File: config.mk
export PLATFORM = sky130hd
export DESIGN_NAME = exec_issue_ctrl
export DESIGN_NICKNAME = d
export VERILOG_FILES = /design/src/rtl/exec_pkg.sv /design/src/rtl/exec_scoreboard.sv /design/src/rtl/exec_issue_ctrl.sv
export SDC_FILE = /design/constraint.sdc
export NUM_CORES = 1
export LEC_CHECK = 0
export CORE_AREA = 10 10 164 121
export CTS_CLUSTER_SIZE = 30
export DETAILED_ROUTE_END_ITERATION = 10
export DIE_AREA = 0 0 174 131
export GPL_ROUTABILITY_DRIVEN = 0
export GPL_TIMING_DRIVEN = 0
export HOLD_SLACK_MARGIN = 0.05
export PLACE_DENSITY = 0.63
export SYNTH_ARGS = -nofsm -noshare
export SYNTH_HDL_FRONTEND = slang
export SYNTH_HIERARCHICAL = 1
export SYNTH_SLANG_ARGS = --single-unit
File: constraint.sdc
create_clock -name clk -period 6.3 [get_ports clk]
set_clock_uncertainty 0.2 [all_clocks]
set_input_delay 0.945 -clock clk [delete_from_list [all_inputs] [get_ports clk]]
set_output_delay 0.945 -clock clk [all_outputs]
set_load 0.02 [all_outputs]
File: src/rtl/exec_pkg.sv
// Opcode, class, latency and control tables for the SPU execute issue stage,
// plus the decode function and the scoreboard slot type.
package exec_pkg;

  localparam int RT_W  = 7;
  localparam int LAT_W = 3;

  localparam int LAT_FX = 2;
  localparam int LAT_SH = 4;
  localparam int LAT_FP = 6;

  typedef enum logic [1:0] {
    CLS_FX  = 2'd0,
    CLS_SH  = 2'd1,
    CLS_FP  = 2'd2,
    CLS_ILL = 2'd3
  } cls_e;

  localparam logic [10:0] OP_AH   = 11'b00011001000;
  localparam logic [10:0] OP_A    = 11'b00011000000;
  localparam logic [10:0] OP_SF   = 11'b00001000000;
  localparam logic [10:0] OP_AND  = 11'b00011000001;
  localparam logic [10:0] OP_OR   = 11'b00001000001;
  localparam logic [10:0] OP_XOR  = 11'b01001000001;
  localparam logic [10:0] OP_SHLH = 11'b00001011111;
  localparam logic [10:0] OP_ROT  = 11'b00001011000;
  localparam logic [10:0] OP_FA   = 11'b01011000100;
  localparam logic [10:0] OP_FM   = 11'b01011000110;

  localparam logic [3:0] CTL_AH   = 4'b0001;
  localparam logic [3:0] CTL_A    = 4'b0000;
  localparam logic [3:0] CTL_SF   = 4'b0010;
  localparam logic [3:0] CTL_AND  = 4'b0100;
  localparam logic [3:0] CTL_OR   = 4'b0101;
  localparam logic [3:0] CTL_XOR  = 4'b0110;
  localparam logic [3:0] CTL_SHLH = 4'b1000;
  localparam logic [3:0] CTL_ROT  = 4'b1001;
  localparam logic [3:0] CTL_FA   = 4'b1100;
  localparam logic [3:0] CTL_FM   = 4'b1101;
  localparam logic [3:0] CTL_NOP  = 4'b1111;

  typedef struct packed {
    cls_e             cls;
    logic [3:0]       ctrl;
    logic [LAT_W-1:0] lat;
  } dec_t;

  typedef struct packed {
    logic            v;
    logic [RT_W-1:0] rt;
  } slot_t;

  function automatic dec_t decode_op(input logic [10:0] op);
    dec_t d;
    d.cls  = CLS_ILL;
    d.ctrl = CTL_NOP;
    d.lat  = '0;
    case (op)
      OP_AH:   begin d.cls = CLS_FX; d.ctrl = CTL_AH;   end
      OP_A:    begin d.cls = CLS_FX; d.ctrl = CTL_A;    end
      OP_SF:   begin d.cls = CLS_FX; d.ctrl = CTL_SF;   end
      OP_AND:  begin d.cls = CLS_FX; d.ctrl = CTL_AND;  end
      OP_OR:   begin d.cls = CLS_FX; d.ctrl = CTL_OR;   end
      OP_XOR:  begin d.cls = CLS_FX; d.ctrl = CTL_XOR;  end
      OP_SHLH: begin d.cls = CLS_SH; d.ctrl = CTL_SHLH; end
      OP_ROT:  begin d.cls = CLS_SH; d.ctrl = CTL_ROT;  end
      OP_FA:   begin d.cls = CLS_FP; d.ctrl = CTL_FA;   end
      OP_FM:   begin d.cls = CLS_FP; d.ctrl = CTL_FM;   end
      default: ;
    endcase
    case (d.cls)
      CLS_FX:  d.lat = 3'(LAT_FX);
      CLS_SH:  d.lat = 3'(LAT_SH);
      CLS_FP:  d.lat = 3'(LAT_FP);
      default: d.lat = '0;
    endcase
    return d;
  endfunction

endpackage

File: src/rtl/exec_scoreboard.sv
// Latency-slot scoreboard: slot k holds the result retiring k cycles from now.
// Slot 0 drives writeback; match vectors over slots 1.. feed the issue stall.
module exec_scoreboard
  import exec_pkg::*;
#(
  parameter int MAX_LAT = 7
) (
  input  logic             clk,
  input  logic             rst_n,
  input  logic             i_flush,
  input  logic             i_ins_vld,
  input  logic [LAT_W-1:0] i_ins_lat,
  input  logic [RT_W-1:0]  i_ins_rt,
  input  logic [RT_W-1:0]  i_ra,
  input  logic [RT_W-1:0]  i_rb,
  input  logic [RT_W-1:0]  i_rc,
  input  logic             i_ra_used,
  input  logic             i_rb_used,
  input  logic             i_rc_used,
  output logic             o_raw,
  output logic             o_waw,
  output logic             o_wbc,
  output logic             o_wb_vld,
  output logic [RT_W-1:0]  o_wb_rt
);

  slot_t r_p [MAX_LAT];

  always_ff @(posedge clk or negedge rst_n) begin
    if (!rst_n) begin
      for (int i = 0; i < MAX_LAT; i++) r_p[i] <= '0;
    end else if (i_flush) begin
      for (int i = 0; i < MAX_LAT; i++) r_p[i] <= '0;
    end else begin
      for (int i = 0; i < MAX_LAT - 1; i++) r_p[i] <= r_p[i+1];
      r_p[MAX_LAT-1] <= '0;
      // Insert lands in the post-shift image, so latency L occupies slot L-1.
      if (i_ins_vld && i_ins_lat != '0) r_p[i_ins_lat - 1'b1] <= {1'b1, i_ins_rt};
    end
  end

  // Slot 0 is retiring and the register file writes through, so it never stalls.
  always_comb begin
    o_raw = 1'b0;
    o_waw = 1'b0;
    o_wbc = 1'b0;
    for (int i = 1; i < MAX_LAT; i++) begin
      if (r_p[i].v) begin
        if ((i_ra_used && i_ra == r_p[i].rt) ||
            (i_rb_used && i_rb == r_p[i].rt) ||
            (i_rc_used && i_rc == r_p[i].rt)) o_raw = 1'b1;
        if (i_ins_rt == r_p[i].rt) o_waw = 1'b1;
        if (int'(i_ins_lat) == i) o_wbc = 1'b1;
      end
    end
  end

  assign o_wb_vld = r_p[0].v;
  assign o_wb_rt  = r_p[0].rt;

endmodule

File: src/rtl/exec_issue_ctrl.sv
// SPU execute issue control: decode, hazard/collision stall, registered issue (1 cycle).
// in_ready is combinational; writeback presents at most one result per cycle.
module exec_issue_ctrl
  import exec_pkg::*;
#(
  parameter int MAX_LAT = 7,
  parameter int REG_AW  = RT_W
) (
  input  logic              clk,
  input  logic              rst_n,
  input  logic              in_valid,
  output logic              in_ready,
  input  logic [10:0]       in_opcode,
  input  logic [REG_AW-1:0] in_ra,
  input  logic [REG_AW-1:0] in_rb,
  input  logic [REG_AW-1:0] in_rc,
  input  logic              in_ra_used,
  input  logic              in_rb_used,
  input  logic              in_rc_used,
  input  logic [REG_AW-1:0] in_rt,
  input  logic              flush,
  output logic              issue_valid,
  output logic [10:0]       issue_opcode,
  output logic [REG_AW-1:0] issue_ra,
  output logic [REG_AW-1:0] issue_rb,
  output logic [REG_AW-1:0] issue_rc,
  output logic [REG_AW-1:0] issue_rt,
  output logic [3:0]        control_EX,
  output logic              illegal_op,
  output logic              wb_valid,
  output logic [REG_AW-1:0] wb_rt
);

  dec_t w_dec;
  logic w_ill, w_raw, w_waw, w_wbc, w_issue;

  logic              r_issue_vld, r_ill;
  logic [10:0]       r_opcode;
  logic [REG_AW-1:0] r_ra, r_rb, r_rc, r_rt;
  logic [3:0]        r_ctrl;

  assign w_dec = decode_op(in_opcode);
  assign w_ill = (w_dec.cls == CLS_ILL);

  // Illegal ops never write back, so only RAW can hold them.
  assign in_ready = !flush && !w_raw && (w_ill || (!w_waw && !w_wbc));
  assign w_issue  = in_valid && in_ready;

  exec_scoreboard #(.MAX_LAT(MAX_LAT)) u_sb (
    .clk       (clk),
    .rst_n     (rst_n),
    .i_flush   (flush),
    .i_ins_vld (w_issue && !w_ill),
    .i_ins_lat (w_dec.lat),
    .i_ins_rt  (in_rt),
    .i_ra      (in_ra),
    .i_rb      (in_rb),
    .i_rc      (in_rc),
    .i_ra_used (in_ra_used),
    .i_rb_used (in_rb_used),
    .i_rc_used (in_rc_used),
    .o_raw     (w_raw),
    .o_waw     (w_waw),
    .o_wbc     (w_wbc),
    .o_wb_vld  (wb_valid),
    .o_wb_rt   (wb_rt)
  );

  always_ff @(posedge clk or negedge rst_n) begin
    if (!rst_n) begin
      r_issue_vld <= 1'b0;
      r_ill       <= 1'b0;
      r_opcode    <= '0;
      r_ra        <= '0;
      r_rb        <= '0;
      r_rc        <= '0;
      r_rt        <= '0;
      r_ctrl      <= '0;
    end else begin
      r_issue_vld <= w_issue;
      r_ill       <= w_issue && w_ill;
      if (w_issue) begin
        r_opcode <= in_opcode;
        r_ra     <= in_ra;
        r_rb     <= in_rb;
        r_rc     <= in_rc;
        r_rt     <= in_rt;
        r_ctrl   <= w_dec.ctrl;
      end
    end
  end

  assign issue_valid  = r_issue_vld;
  assign illegal_op   = r_ill;
  assign issue_opcode = r_opcode;
  assign issue_ra     = r_ra;
  assign issue_rb     = r_rb;
  assign issue_rc     = r_rc;
  assign issue_rt     = r_rt;
  assign control_EX   = r_ctrl;

endmodule

* Word level (Yosys, flattened, before mapping)
Cells that the tools add are included.
** Storage, ports and cells
- Register bits after elaboration :: 101
- Bits of input ports :: 46
- Output and inout bits :: 54
- Word-level logic and storage cells :: 158
** Cells by class
- $add $sub $neg :: 1
- Mux-type cells :: 43
- $lt $le $gt $ge :: 2
- Reductions and logical operators :: 46
- Eq/ne operators :: 43
- Bitwise gates (word level) :: 1
** Operators with widths (count)
- == test 7 bit :: 24
- two-way mux 56 bit :: 2
- one-hot mux 6 bit (10 select lines) :: 1
- bitwise mux 56 bit :: 1
- == test 11 x 7 -> 1 bit (second input constant) :: 4
- two-way mux 1 bit :: 36
- == test 11 x 10 -> 1 bit (second input constant) :: 3
- == test 11 x 8 -> 1 bit (second input constant) :: 3
- logical AND 1 bit :: 26
- demux 8 bit (select 3 bit) :: 1
- logical OR 1 bit :: 13
- == test 3 bit (second input constant) :: 4
- one-hot mux 3 bit (3 select lines) :: 1
- two-way mux 8 bit :: 1
- == test 3 x 2 -> 1 bit (second input constant) :: 2
- logical NOT 1 bit :: 5
- == test 2 bit (second input constant) :: 2
- >= comparator 4 bit (second input constant) :: 1
- less-than comparator 4 x 1 -> 1 bit (second input constant) :: 1
- inverter 3 -> 4 bit :: 1
- nonzero test 3 bit :: 1
- subtractor 3 x 1 -> 3 bit (second input constant) :: 1
- == test 2 x 1 -> 1 bit (second input constant) :: 1
- logical NOT 2 bit :: 1

* Logic depth before layout (Yosys ltp)
- Word-level depth :: 26
- Mapped depth :: 22
- Gate-level depth less buffers :: 18

* Cells and area by module
Netlist, hierarchy kept.
** By module, submodules not included
- exec_scoreboard :: cells an instance 518, times used 1, area an instance 4593.2 µm²
- exec_issue_ctrl :: cells an instance 225, times used 1, area an instance 1954.4 µm²

* Worst setup path before layout
No wires, ideal clock.
- Kind :: input to register
- Start point :: in in_opcode[7]
- End point :: reg u_sb/r_p[13] (netlist bit)
- Path slack :: 1.480 ns
- Setup time :: 0.132 ns
- Stages :: 20
- Data required time :: 5.968 ns
- Data arrival time :: 4.488 ns
- Cell sequence :: clkbuf_1 > or2b_1 > a21oi_1 > o211ai_1 > and2_1 > ha_1 > a221oi_1 > a21oi_1 > a21o_1 > nor2_1 > nor2_1 > or4b_1 > buf_2 > clkbuf_1 > nor2_1 > nand2_1 > or3_1 > buf_4 > mux2i_1 > nor2_1
** RTL lines
- from (decl) :: line exec_issue_ctrl.sv:13 : input logic [10:0] in_opcode,
- to (signal, indexed assignment) :: line exec_scoreboard.sv:38 : if (i_ins_vld && i_ins_lat != '0) r_p[i_ins_lat - 1'b1] <= {1'b1, i_ins_rt};
- to (decl) :: line exec_scoreboard.sv:27 : slot_t r_p [MAX_LAT];

==> summary.txt <==
Status: finished clean
# diodes: 0
Post-CTS Setup Bufs: 0
Hold crit path type: flop to flop
Die width: 174 um
CTS tree: yes
CTS Hold Bufs: 0
Seq pwr share: 43.3%
Initial antenna violation count: 0
Leading area contributor after synthesis: dfrtp_1
Max clock buf depth: 2
Vias per cell: 5.12
Final wirelength: 21.0 mm
Initial Utilization: 39.2%
Clock Power Share: 36.4%
H-Tree Depth: 3
Worst ir drop on vdd: 0.119 mV
Required @ worst endpoint: 6330 ps
Pin count of the biggest net entering global routing: 67
Post-DP HPWL: 15.5 mm
Kind of critical path: input port to flop
Multi-input gate area: 3570 um^2
CP startpoint kind: input port
Antenna-violating nets left: 0
Hold depth: 2
Fraction of the yosys area taken by sequential cells: 38.6%
Tmin final: 5520 ps
Layout cells sized above 1: 7.99%
FF+latch count, synth: 101
Final Hold Viols: 0
Skew-Pair Late Insertion Delay: 360 ps
CTS root buffer: clkbuf_16
Final count of pins violating max slew: 0
Buffers on Ports: 97
Slew margin rel.: 52.6%
Leakage power: 3.67 nW
Clock buffer count from CTS: 9
Pwr dens: 198 nW/um^2
Clk sinks: 101
Maximum clock rate: 181 MHz
Placeable Area: 16700 um^2
Detailed Route Iter0 Violations: 620
Crit path DAT: 5550 ps
Mapped Area: 6550 um^2
Clk slew on worst S/H paths: 80 ps
Final setup fails: 0
Yosys warns: 6
Total number of vias: 5602
Ranking of synthesized cells by area: dfrtp_1, xor2_1, xnor2_1
Final Power: 1.61 mW
Net Sw Frac: 29.3%
GRT Util Overall: 18.5%
Netlist cell types: 48
First-pass DRT Iterations: 4
Post-synth top area share: 38.6%
Synth-to-Final Area Change: 24.7%
Drt drc: 0
Die height: 131 um
Internal power: 1.14 mW
Reg2reg path depth: 15
Setup TNS: 0 ps
Global-route wire length before repair: 32.6 mm
Worst-margin pin slew: 712 ps
Cell count after synthesis: 743
Max Cap Viol: 0
FF+latch area: 2530 um^2
# rows: 40
Die Area: 22800 um^2
Drt wl/cell: 19.1 um
Number of global-route vias before repair: 5614
RSZ-0062 raised after global routing: no
Fin crit share: 87.7%
CP Capture Type: flop
Fill count: 1639
Logic gate share of total power: 20.4%
Avg Cell Area, Syn: 8.81 um^2
Overflow after GRT: 0
Final Core Density: 48.9%
Biggest fanout along the worst timing path: 10
PostCTS Resize Cnt: 0
Psw: 473 uW
# IOs: 100
Fin nets: 911
[per-layer routing]
layer  part of all wire (%)  vias to the layer above  track usage, %
li1                       -                     2594               -
met2                     42                      248            28.1
met5                      0                        -               0
met1                     46                     2723            25.5
met4                    1.7                        0            5.06
met3                    9.4                       37            5.07
[power groups by stage]
stage,clock [mW],combinational (mW),sequential (mW)
floorplan,0,0.121,0.752
global route,0.623,0.355,0.703
CTS,0.603,0.329,0.699
global placement,0,0.324,0.710
detailed placement,0,0.328,0.711
finish,0.587,0.329,0.698
[synth_stat cells, drive strengths merged]
cell type  number
or2b            1
xnor2          84
a22oi           3
nor2b           1
a21o            2
a31oi           2
dfrtp         101
xor2           85
o21a            1
and2           11
a21oi          11
nor3            7
mux2i          42
nand3b          1
or3             3
mux2            1
nand4          36
ha              6
nor4           14
nand3           2
o31ai           1
buf            38
conb            1
nand4b          1
nor2           79
and3            1
or2             1
nor4b           2
or3b            1
o211ai          6
or4b            1
o32a            1
clkbuf         59
o21ai          10
a221oi          1
inv             8
nand2         118
[registers in the layout, summed over array words and instances (netlist names)]
signal / flops
u_sb/o_wb_rt: 7
illegal_op: 1
control_EX: 4
issue_ra: 7
issue_rt: 7
issue_opcode: 11
u_sb/r_p: 48
issue_rc: 7
u_sb/o_wb_vld: 1
issue_rb: 7
issue_valid: 1
[final timing paths]
check | start | end | slack [ps]
hold reg to reg | issue_opcode[8] | issue_opcode[8] | 280
hold / removal | issue_opcode[8] | issue_opcode[8] | 280
max in group asynchronous | rst_n | u_sb/r_p[7] | 4850
min in group asynchronous | rst_n | issue_rc[3] | 340
setup reg to reg | u_sb/r_p[36] | u_sb/r_p[42] | 1990
setup / recovery | in_opcode[5] | u_sb/r_p[42] | 780
[placed cells by master (no fill, tap or decap), types with 2 or more instances in the layout]
master           netlist  routed
o21ai_0               10      10
nor2_2                 2       2
a22oi_1                3       3
clkbuf_1              59      59
nor4_1                14      14
nand3_1                2       2
mux2i_1               42      42
dfrtp_1              101     101
clkinvlp_4             0       3
buf_2                 24      24
nand2_1              118     118
o211ai_1               6       6
xor2_1                85      85
conb_1                 1       8
nor3_1                 5       5
xnor2_1               84      84
a31oi_1                2       2
clkbuf_16              0       9
nand4_1               36      36
and2_1                10      10
ha_1                   6       6
or3_1                  3       3
clkdlybuf4s50_1        0      96
inv_6                  0       2
nor2_1                77      77
a21oi_1               10      10
buf_4                 12      13
inv_1                  7       7
[cell families after synthesis]
logic type | after synthesis | synth area share [%]
AO/OA/AOI/OAI | 38 | 3.73
adder cells (fa/ha/maj) | 6 | 1.15
AND/OR/NAND/NOR | 280 | 20.0
other | 1 | 0.0573
XOR/XNOR | 169 | 22.6
buffers and inverters | 105 | 7.28
flip-flops | 101 | 38.6
multiplexers | 43 | 6.59
[cell type report]
| type | instances | area share, % |
|---|---|---|
| Inverter | 8 | 0.368 |
| Multi-Input combinational cell | 544 | 43.7 |
| Tap cell | 231 | 3.54 |
| Timing Repair Buffer | 98 | 12.2 |
| Clock buffer | 10 | 2.93 |
| Sequential cell | 101 | 30.9 |
| Clock inverter | 6 | 0.858 |
| Buffer | 97 | 5.47 |
[through the flow]
| step | area, um^2 | instances | hold WS, ps | setup WS, ps |
|---|---|---|---|---|
| after detailed placement | 7860 | 1079 | 262 | 358 |
| after global placement | 7830 | 1078 | 258 | 150 |
| after floorplan | 6570 | 750 | 305 | 1480 |
| final | 8170 | 1095 | 275 | 776 |
| after CTS | 8170 | 1095 | 280 | 734 |
| after global routing | 8170 | 1095 | 302 | 376 |
[critical path, cell delays in order]
cell             delay [ps]
clkdlybuf4s50_1         450
nor4b_4                 390
nor2b_1                 260
o211ai_1                160
and2_1                  200
ha_1                    390
a221oi_1                240
a21oi_1                  60
a21o_1                  160
nor2_1                   90
nor2_1                   50
or4b_1                  450
buf_2                   190
clkbuf_1                250
nor2_1                  270
nand2_1                 140
nor3_4                  520
mux2i_1                 270
nor2_1                   60
(Power assumes the default switching activity.)
